`src/rtl/trap_controller.sv`:
```
// trap_controller
// Machine-mode trap sequencer for a single-issue pipeline. Samples the decode
// events and level interrupts while running, records mepc/mcause and the
// interrupt-enable stack on entry, and steers the next-PC mux for exactly
// one TRAP or RET cycle (longer while the pipeline is stalled).
module trap_controller #(
   parameter logic [31:0] RESET_MTVEC = 32'h0000_0100
) (
   input  logic        I_clk,
   input  logic        I_rst_n,
   input  logic        I_stall,
   input  logic [31:0] I_pc,
   input  logic        I_illegal,
   input  logic        I_ebreak,
   input  logic        I_ecall,
   input  logic        I_mret,
   input  logic        I_irq_ext,
   input  logic        I_irq_timer,
   input  logic        I_csr_we,
   input  logic [11:0] I_csr_addr,
   input  logic [31:0] I_csr_wdata,
   output logic [31:0] O_csr_rdata,
   output logic        O_exception,
   output logic        O_privsel,
   output logic [31:0] O_mevect,
   output logic [31:0] O_mepc,
   output logic        O_flush
);

   localparam logic [11:0] CSR_MSTATUS = 12'h300;
   localparam logic [11:0] CSR_MIE     = 12'h304;
   localparam logic [11:0] CSR_MTVEC   = 12'h305;
   localparam logic [11:0] CSR_MEPC    = 12'h341;
   localparam logic [11:0] CSR_MCAUSE  = 12'h342;

   localparam logic [31:0] CAUSE_ILLEGAL = 32'd2;
   localparam logic [31:0] CAUSE_EBREAK  = 32'd3;
   localparam logic [31:0] CAUSE_ECALL   = 32'd11;
   localparam logic [31:0] CAUSE_IRQ_EXT = 32'h8000_000B;
   localparam logic [31:0] CAUSE_IRQ_TMR = 32'h8000_0007;

   typedef enum logic [1:0] {
      ST_RUN  = 2'd0,
      ST_TRAP = 2'd1,
      ST_RET  = 2'd2
   } state_e;

   state_e      state_q, state_d;
   logic        mstatus_mie_q, mstatus_mie_d;
   logic        mstatus_mpie_q, mstatus_mpie_d;
   logic        mie_meie_q, mie_meie_d;
   logic        mie_mtie_q, mie_mtie_d;
   logic [31:0] mtvec_q, mtvec_d;
   logic [31:0] mepc_q, mepc_d;
   logic [31:0] mcause_q, mcause_d;
   logic        exception_q, exception_d;
   logic        privsel_q, privsel_d;
   logic        flush_q, flush_d;

   logic        sample_s;
   logic        irq_ext_en_s;
   logic        irq_tmr_en_s;
   logic        trap_take_s;
   logic        mret_take_s;
   logic [31:0] cause_s;
   logic        csr_wr_s;

   // Events only count in RUN on an unstalled cycle; interrupts also need both enables.
   assign sample_s     = (state_q == ST_RUN) && !I_stall;
   assign irq_ext_en_s = I_irq_ext   && mstatus_mie_q && mie_meie_q;
   assign irq_tmr_en_s = I_irq_timer && mstatus_mie_q && mie_mtie_q;

   // Priority resolution of the sampled decode events and interrupts.
   always_comb begin
      trap_take_s = 1'b0;
      mret_take_s = 1'b0;
      cause_s     = 32'd0;
      if (sample_s) begin
         if (I_illegal) begin
            trap_take_s = 1'b1;
            cause_s     = CAUSE_ILLEGAL;
         end else if (I_ebreak) begin
            trap_take_s = 1'b1;
            cause_s     = CAUSE_EBREAK;
         end else if (I_ecall) begin
            trap_take_s = 1'b1;
            cause_s     = CAUSE_ECALL;
         end else if (I_mret) begin
            mret_take_s = 1'b1;
         end else if (irq_ext_en_s) begin
            trap_take_s = 1'b1;
            cause_s     = CAUSE_IRQ_EXT;
         end else if (irq_tmr_en_s) begin
            trap_take_s = 1'b1;
            cause_s     = CAUSE_IRQ_TMR;
         end else begin
            trap_take_s = 1'b0;
         end
      end else begin
         trap_take_s = 1'b0;
      end
   end

   // A software CSR write loses to any trap or mret accepted in the same cycle.
   assign csr_wr_s = sample_s && I_csr_we && !trap_take_s && !mret_take_s;

   // Next-state logic for the sequencer FSM.
   always_comb begin
      state_d = state_q;
      case (state_q)
         ST_RUN: begin
            if (trap_take_s) begin
               state_d = ST_TRAP;
            end else if (mret_take_s) begin
               state_d = ST_RET;
            end else begin
               state_d = ST_RUN;
            end
         end
         ST_TRAP: begin
            if (!I_stall) begin
               state_d = ST_RUN;
            end else begin
               state_d = ST_TRAP;
            end
         end
         ST_RET: begin
            if (!I_stall) begin
               state_d = ST_RUN;
            end else begin
               state_d = ST_RET;
            end
         end
         default: state_d = ST_RUN;
      endcase
   end

   // Next-state logic for the CSR file: trap entry, mret unwind, or software write.
   always_comb begin
      mstatus_mie_d  = mstatus_mie_q;
      mstatus_mpie_d = mstatus_mpie_q;
      mie_meie_d     = mie_meie_q;
      mie_mtie_d     = mie_mtie_q;
      mtvec_d        = mtvec_q;
      mepc_d         = mepc_q;
      mcause_d       = mcause_q;
      if (trap_take_s) begin
         mepc_d         = I_pc;
         mcause_d       = cause_s;
         mstatus_mpie_d = mstatus_mie_q;
         mstatus_mie_d  = 1'b0;
      end else if (mret_take_s) begin
         mstatus_mie_d  = mstatus_mpie_q;
         mstatus_mpie_d = 1'b1;
      end else if (csr_wr_s) begin
         case (I_csr_addr)
            CSR_MSTATUS: begin
               mstatus_mie_d  = I_csr_wdata[3];
               mstatus_mpie_d = I_csr_wdata[7];
            end
            CSR_MIE: begin
               mie_mtie_d = I_csr_wdata[7];
               mie_meie_d = I_csr_wdata[11];
            end
            CSR_MTVEC:  mtvec_d  = {I_csr_wdata[31:2], 2'b00};
            CSR_MEPC:   mepc_d   = {I_csr_wdata[31:2], 2'b00};
            CSR_MCAUSE: mcause_d = I_csr_wdata;
            default:    mcause_d = mcause_q;
         endcase
      end else begin
         mcause_d = mcause_q;
      end
   end

   // Mux-select outputs are decoded from the next state so they come straight from flops.
   always_comb begin
      exception_d = (state_d == ST_TRAP);
      privsel_d   = (state_d == ST_RET);
      flush_d     = (state_d != ST_RUN);
   end

   // State, CSR and output registers; reset aborts any TRAP/RET in progress.
   always_ff @(posedge I_clk or negedge I_rst_n) begin
      if (!I_rst_n) begin
         state_q        <= ST_RUN;
         mstatus_mie_q  <= 1'b0;
         mstatus_mpie_q <= 1'b0;
         mie_meie_q     <= 1'b0;
         mie_mtie_q     <= 1'b0;
         mtvec_q        <= RESET_MTVEC;
         mepc_q         <= 32'd0;
         mcause_q       <= 32'd0;
         exception_q    <= 1'b0;
         privsel_q      <= 1'b0;
         flush_q        <= 1'b0;
      end else begin
         state_q        <= state_d;
         mstatus_mie_q  <= mstatus_mie_d;
         mstatus_mpie_q <= mstatus_mpie_d;
         mie_meie_q     <= mie_meie_d;
         mie_mtie_q     <= mie_mtie_d;
         mtvec_q        <= mtvec_d;
         mepc_q         <= mepc_d;
         mcause_q       <= mcause_d;
         exception_q    <= exception_d;
         privsel_q      <= privsel_d;
         flush_q        <= flush_d;
      end
   end

   // Combinational CSR read port; unmapped addresses read as zero.
   always_comb begin
      O_csr_rdata = 32'd0;
      case (I_csr_addr)
         CSR_MSTATUS: O_csr_rdata = {24'd0, mstatus_mpie_q, 3'd0, mstatus_mie_q, 3'd0};
         CSR_MIE:     O_csr_rdata = {20'd0, mie_meie_q, 3'd0, mie_mtie_q, 7'd0};
         CSR_MTVEC:   O_csr_rdata = mtvec_q;
         CSR_MEPC:    O_csr_rdata = mepc_q;
         CSR_MCAUSE:  O_csr_rdata = mcause_q;
         default:     O_csr_rdata = 32'd0;
      endcase
   end

   assign O_exception = exception_q;
   assign O_privsel   = privsel_q;
   assign O_flush     = flush_q;
   assign O_mevect    = mtvec_q;
   assign O_mepc      = mepc_q;

endmodule

```
`config.mk`:
```
export PLATFORM = sky130hd
export DESIGN_NAME = trap_controller
export DESIGN_NICKNAME = d
export VERILOG_FILES = /design/src/rtl/trap_controller.sv
export SDC_FILE = /design/constraint.sdc
export NUM_CORES = 1
export LEC_CHECK = 0
export ABC_AREA = 1
export BUFFER_PORTS_ARGS = -buffer_cell sky130_fd_sc_hd__buf_4
export CAP_MARGIN = 15
export CORE_ASPECT_RATIO = 0.75
export CORE_MARGIN = 4
export CORE_UTILIZATION = 55
export CTS_CLUSTER_DIAMETER = 50
export DETAILED_ROUTE_END_ITERATION = 8
export GPL_TIMING_DRIVEN = 0
export PLACE_DENSITY = 0.88
export RECOVER_POWER = 100
export SYNTH_ARGS = -nofsm -noshare
export SYNTH_HDL_FRONTEND = slang
export SYNTH_SLANG_ARGS = --single-unit
```
`constraint.sdc`:
```
create_clock -name I_clk -period 5.55 [get_ports I_clk]
set_input_delay 1.3875 -clock I_clk [delete_from_list [all_inputs] [get_ports I_clk]]
set_output_delay 1.3875 -clock I_clk [all_outputs]
set_load 0.01 [all_outputs]
```
==> results.sh <==
export IMPL_yosys_warnings=0
export IMPL_startpoint_type="input port"
export IMPL_rows=31
export IMPL_drt_wl_total_um=20200
export IMPL_slew_violations=52
export IMPL_placed_area_mm2=0.00720
export IMPL_ctsResizeCount=0
export IMPL_synth_cells=772
export IMPL_grt_max_degree=54
export IMPL_synth_edff_count=0
export IMPL_cp_common_cell="nand3_1"
export IMPL_synth_avg_cell_area_um2=7.30
export IMPL_internal_power_uw=1490
export IMPL_tritoncts="built"
export IMPL_met3_usage_pct=9.74
export IMPL_cts_num_sinks=103
export IMPL_place_ws_ns=1.05
export IMPL_tns_ns=0
export IMPL_setup_violations_final=0
export IMPL_cts_root_buf="clkbuf_16"
export IMPL_die_w_um=125
export IMPL_ir_drop_mv=0.189
export IMPL_grtUsageMet2_pct=51.2
export IMPL_clkPwrFrac_pct=26.4
export IMPL_antenna_found_initial=0
export IMPL_clock_path_buffers=2
export IMPL_drt_pass1_iterations=7
export IMPL_drcViolationCount=0
export IMPL_wl_per_cell_um=18.3
export IMPL_syn2layout_area_growth_pct=25.3
export IMPL_nFillCells=913
export IMPL_antenna_cells=0
export IMPL_p_switching_uw=822
export IMPL_post_route_period_util_pct=88.5
export IMPL_synth_area_leaders="dfrtp_1 (45%), nand2_1 (22%), nand3_1 (15%)"
export IMPL_synth_cell_types=22
export IMPL_grt_pass1_vias=6058
export IMPL_worstMarginPinSlew_ns=2.75
export IMPL_gr_total_overflow=0
export IMPL_hold_class="reg -> reg"
export IMPL_worst_setup_path_end_kind="output port"
export IMPL_seq_area_frac_synth_pct=45.8
export IMPL_worst_endpoint_required_ns=4.16
export IMPL_post_cts_buffers=0
export IMPL_cts_hold_buffers_added=0
export IMPL_fin_skew_ns=0.00249
export IMPL_grt_most_used_layer="met2"
export IMPL_gr_usage_met1_pct=45.5
export IMPL_htree_levels=3
export IMPL_core_area_mm2=0.00981
export IMPL_layout_min_cycle_time_ns=4.91
export IMPL_mappedNetlistArea_mm2=0.00563
export IMPL_relSlewSlack_pct=-83.4
export IMPL_switching_share_pct=35.5
export IMPL_worstSkewPairLatency_ns=0.35
export IMPL_synth_top_area_share_pct=45.3
export IMPL_layout_setup_ws_ns=0.638
export IMPL_cellPowerDensity_mw_per_mm2=328
export IMPL_failed_checks="max-capacitance violations, max-slew violations"
export IMPL_ys_top_cells_by_count="nand2_1 (328), nand3_1 (165), dfrtp_1 (102)"
export IMPL_cts_reportedPaths_clkPinSlew_ns=0.06
export IMPL_hold_violations=0
export IMPL_p_comb_share_pct=26.0
export IMPL_io_buffers=182
export IMPL_cp_cell_sequence="buf_4 > nor2_1 > inv_1 > nor3_1 > buf_2 > nand3_1 > nand3_1 > clkbuf_1"
export IMPL_grt_pass1_wl_um=31200
export IMPL_drt_initial_drc_count=764
export IMPL_slowest_stage="nor3_1"
export IMPL_vias=6514
export IMPL_yosysMostFrequentCell="nand2_1"
export IMPL_cts_buffers=9
export IMPL_run_status="finished with violations"
export IMPL_ys_ff_latch=103
export IMPL_slowest_delay_ns=0.87
export IMPL_async_reset_ff_share_pct=100
export IMPL_p_leak_uw=0.00382
export IMPL_initial_core_util_pct=57.4
export IMPL_antenna_left=0
export IMPL_worst_path_max_fanout=10
export IMPL_max_freq_mhz=204
export IMPL_synth_top_flop_cell="dfrtp_1"
export IMPL_ioPinCount=185
export IMPL_power_frac_seq_pct=47.6
export IMPL_crit_type="in -> out"
export IMPL_via_per_inst=5.90
export IMPL_synth_top_cell_by_area="dfrtp_1"
export IMPL_rsz0062_at_grt="no"
export IMPL_drive_above_1_share_pct=14.7
export IMPL_crit_arrival_ns=3.52
export IMPL_place_gp_congestion=0.935
export IMPL_dp_hpwl_um=14300
export IMPL_die_area_mm2=0.0119
export IMPL_final_area_mm2=0.00706
export IMPL_maxCapViolCount=1
export IMPL_grt_use_total_pct=33.1
export IMPL_die_y_um=95.6
export IMPL_nets=1053
-- final cells by class --
class	count	area (um^2)	share of cell area [%]
clock inverter	3	17.5	0.248
sequential	103	2580	36.5
timing repair buffer	183	1030	14.6
tap	132	165	2.34
inverter	18	67.6	0.957
clock buffer	13	260	3.69
buffer	57	259	3.67
multi-input combinational	595	2680	38.0
-- layout by cell type, fill, tap and decap left out --
cell / Yosys / final
o21bai_2: 1 / 1
clkbuf_1: 12 / 118
clkinv_2: 0 / 2
dfrtp_1: 102 / 102
dfstp_1: 0 / 1
nor2_1: 16 / 18
nor3_1: 2 / 3
nand3_1: 165 / 166
clkbuf_16: 0 / 9
conb_1: 1 / 2
buf_4: 4 / 92
clkbuf_2: 0 / 1
nand4_1: 43 / 43
nand2_1: 328 / 332
inv_2: 2 / 2
buf_2: 41 / 30
nand3b_1: 28 / 28
clkbuf_8: 0 / 2
clkbuf_4: 0 / 1
o21ai_4: 1 / 1
nor2_2: 3 / 1
clkinvlp_4: 0 / 1
clkinv_1: 1 / 1
inv_1: 15 / 15
-- worst max-delay path, delay by kind of cell --
kind | cells | cell delay (ns)
and+or+nand+nor | 4 | 1.32
buffers and inverters | 4 | 0.81
-- registers in the layout, summed over array words and instances, names as in the netlist, 2 cells and up --
| signal | count |
|---|---|
| O_mepc | 32 |
| O_mevect | 30 |
| mcause_q | 32 |
| state_q | 2 |
-- final timing paths --
path | from | endpoint | slack, ns | depth (start not counted)
min | mcause_q[1]$_DFFE_PN0P_ | mcause_q[1]$_DFFE_PN0P_ | 0.48 | 2
max in group asynchronous | I_rst_n | O_mevect[16]$_DFFE_PN0P_ | 1.20 | 2
max reg2reg | mstatus_mie_q$_DFFE_PN0P_ | mcause_q[3]$_DFFE_PN0P_ | 2.85 | 11
max | I_csr_addr[3] | O_csr_rdata[15] | 0.64 | 8
min reg2reg | mcause_q[1]$_DFFE_PN0P_ | mcause_q[1]$_DFFE_PN0P_ | 0.48 | 2
min in group asynchronous | I_rst_n | O_flush$_DFF_PN0_ | 1.89 | 1
-- through the flow --
step | power [uW] | hold slack, ns | cells | utilization [%]
floorplan | 1430 | 0.443 | 773 | -
global placement | 1760 | 0.459 | 1087 | 73.0
detailed placement | 1790 | 0.461 | 1088 | 73.3
CTS | 2390 | 0.477 | 1104 | 76.2
global route | 2430 | 0.490 | 1104 | 71.9
finish | 2310 | 0.477 | 1104 | 71.9
-- logic make-up after synthesis --
kind of cell | synth area share, %
buf+inv | 6.17
other cells | 0.0666
simple gates | 47.5
compound gates | 0.489
flops | 45.8
-- routing by layer --
layer | part of all wire [%] | up-vias
met5 | 0 | -
met4 | 2.3 | 0
met3 | 14 | 54
met2 | 45 | 519
met1 | 39 | 3002
li1 | - | 2939
-- power by group through the flow --
stage                     clock [uW]  combinational [uW]  sequential, uW
final                            611                 601            1100
after global routing             635                 667            1130
after CTS                        605                 687            1100
after detailed placement           0                 683            1110
after global placement             0                 664            1100
after floorplan                    0                 305            1120
Power figures use the tool's default switching activity.
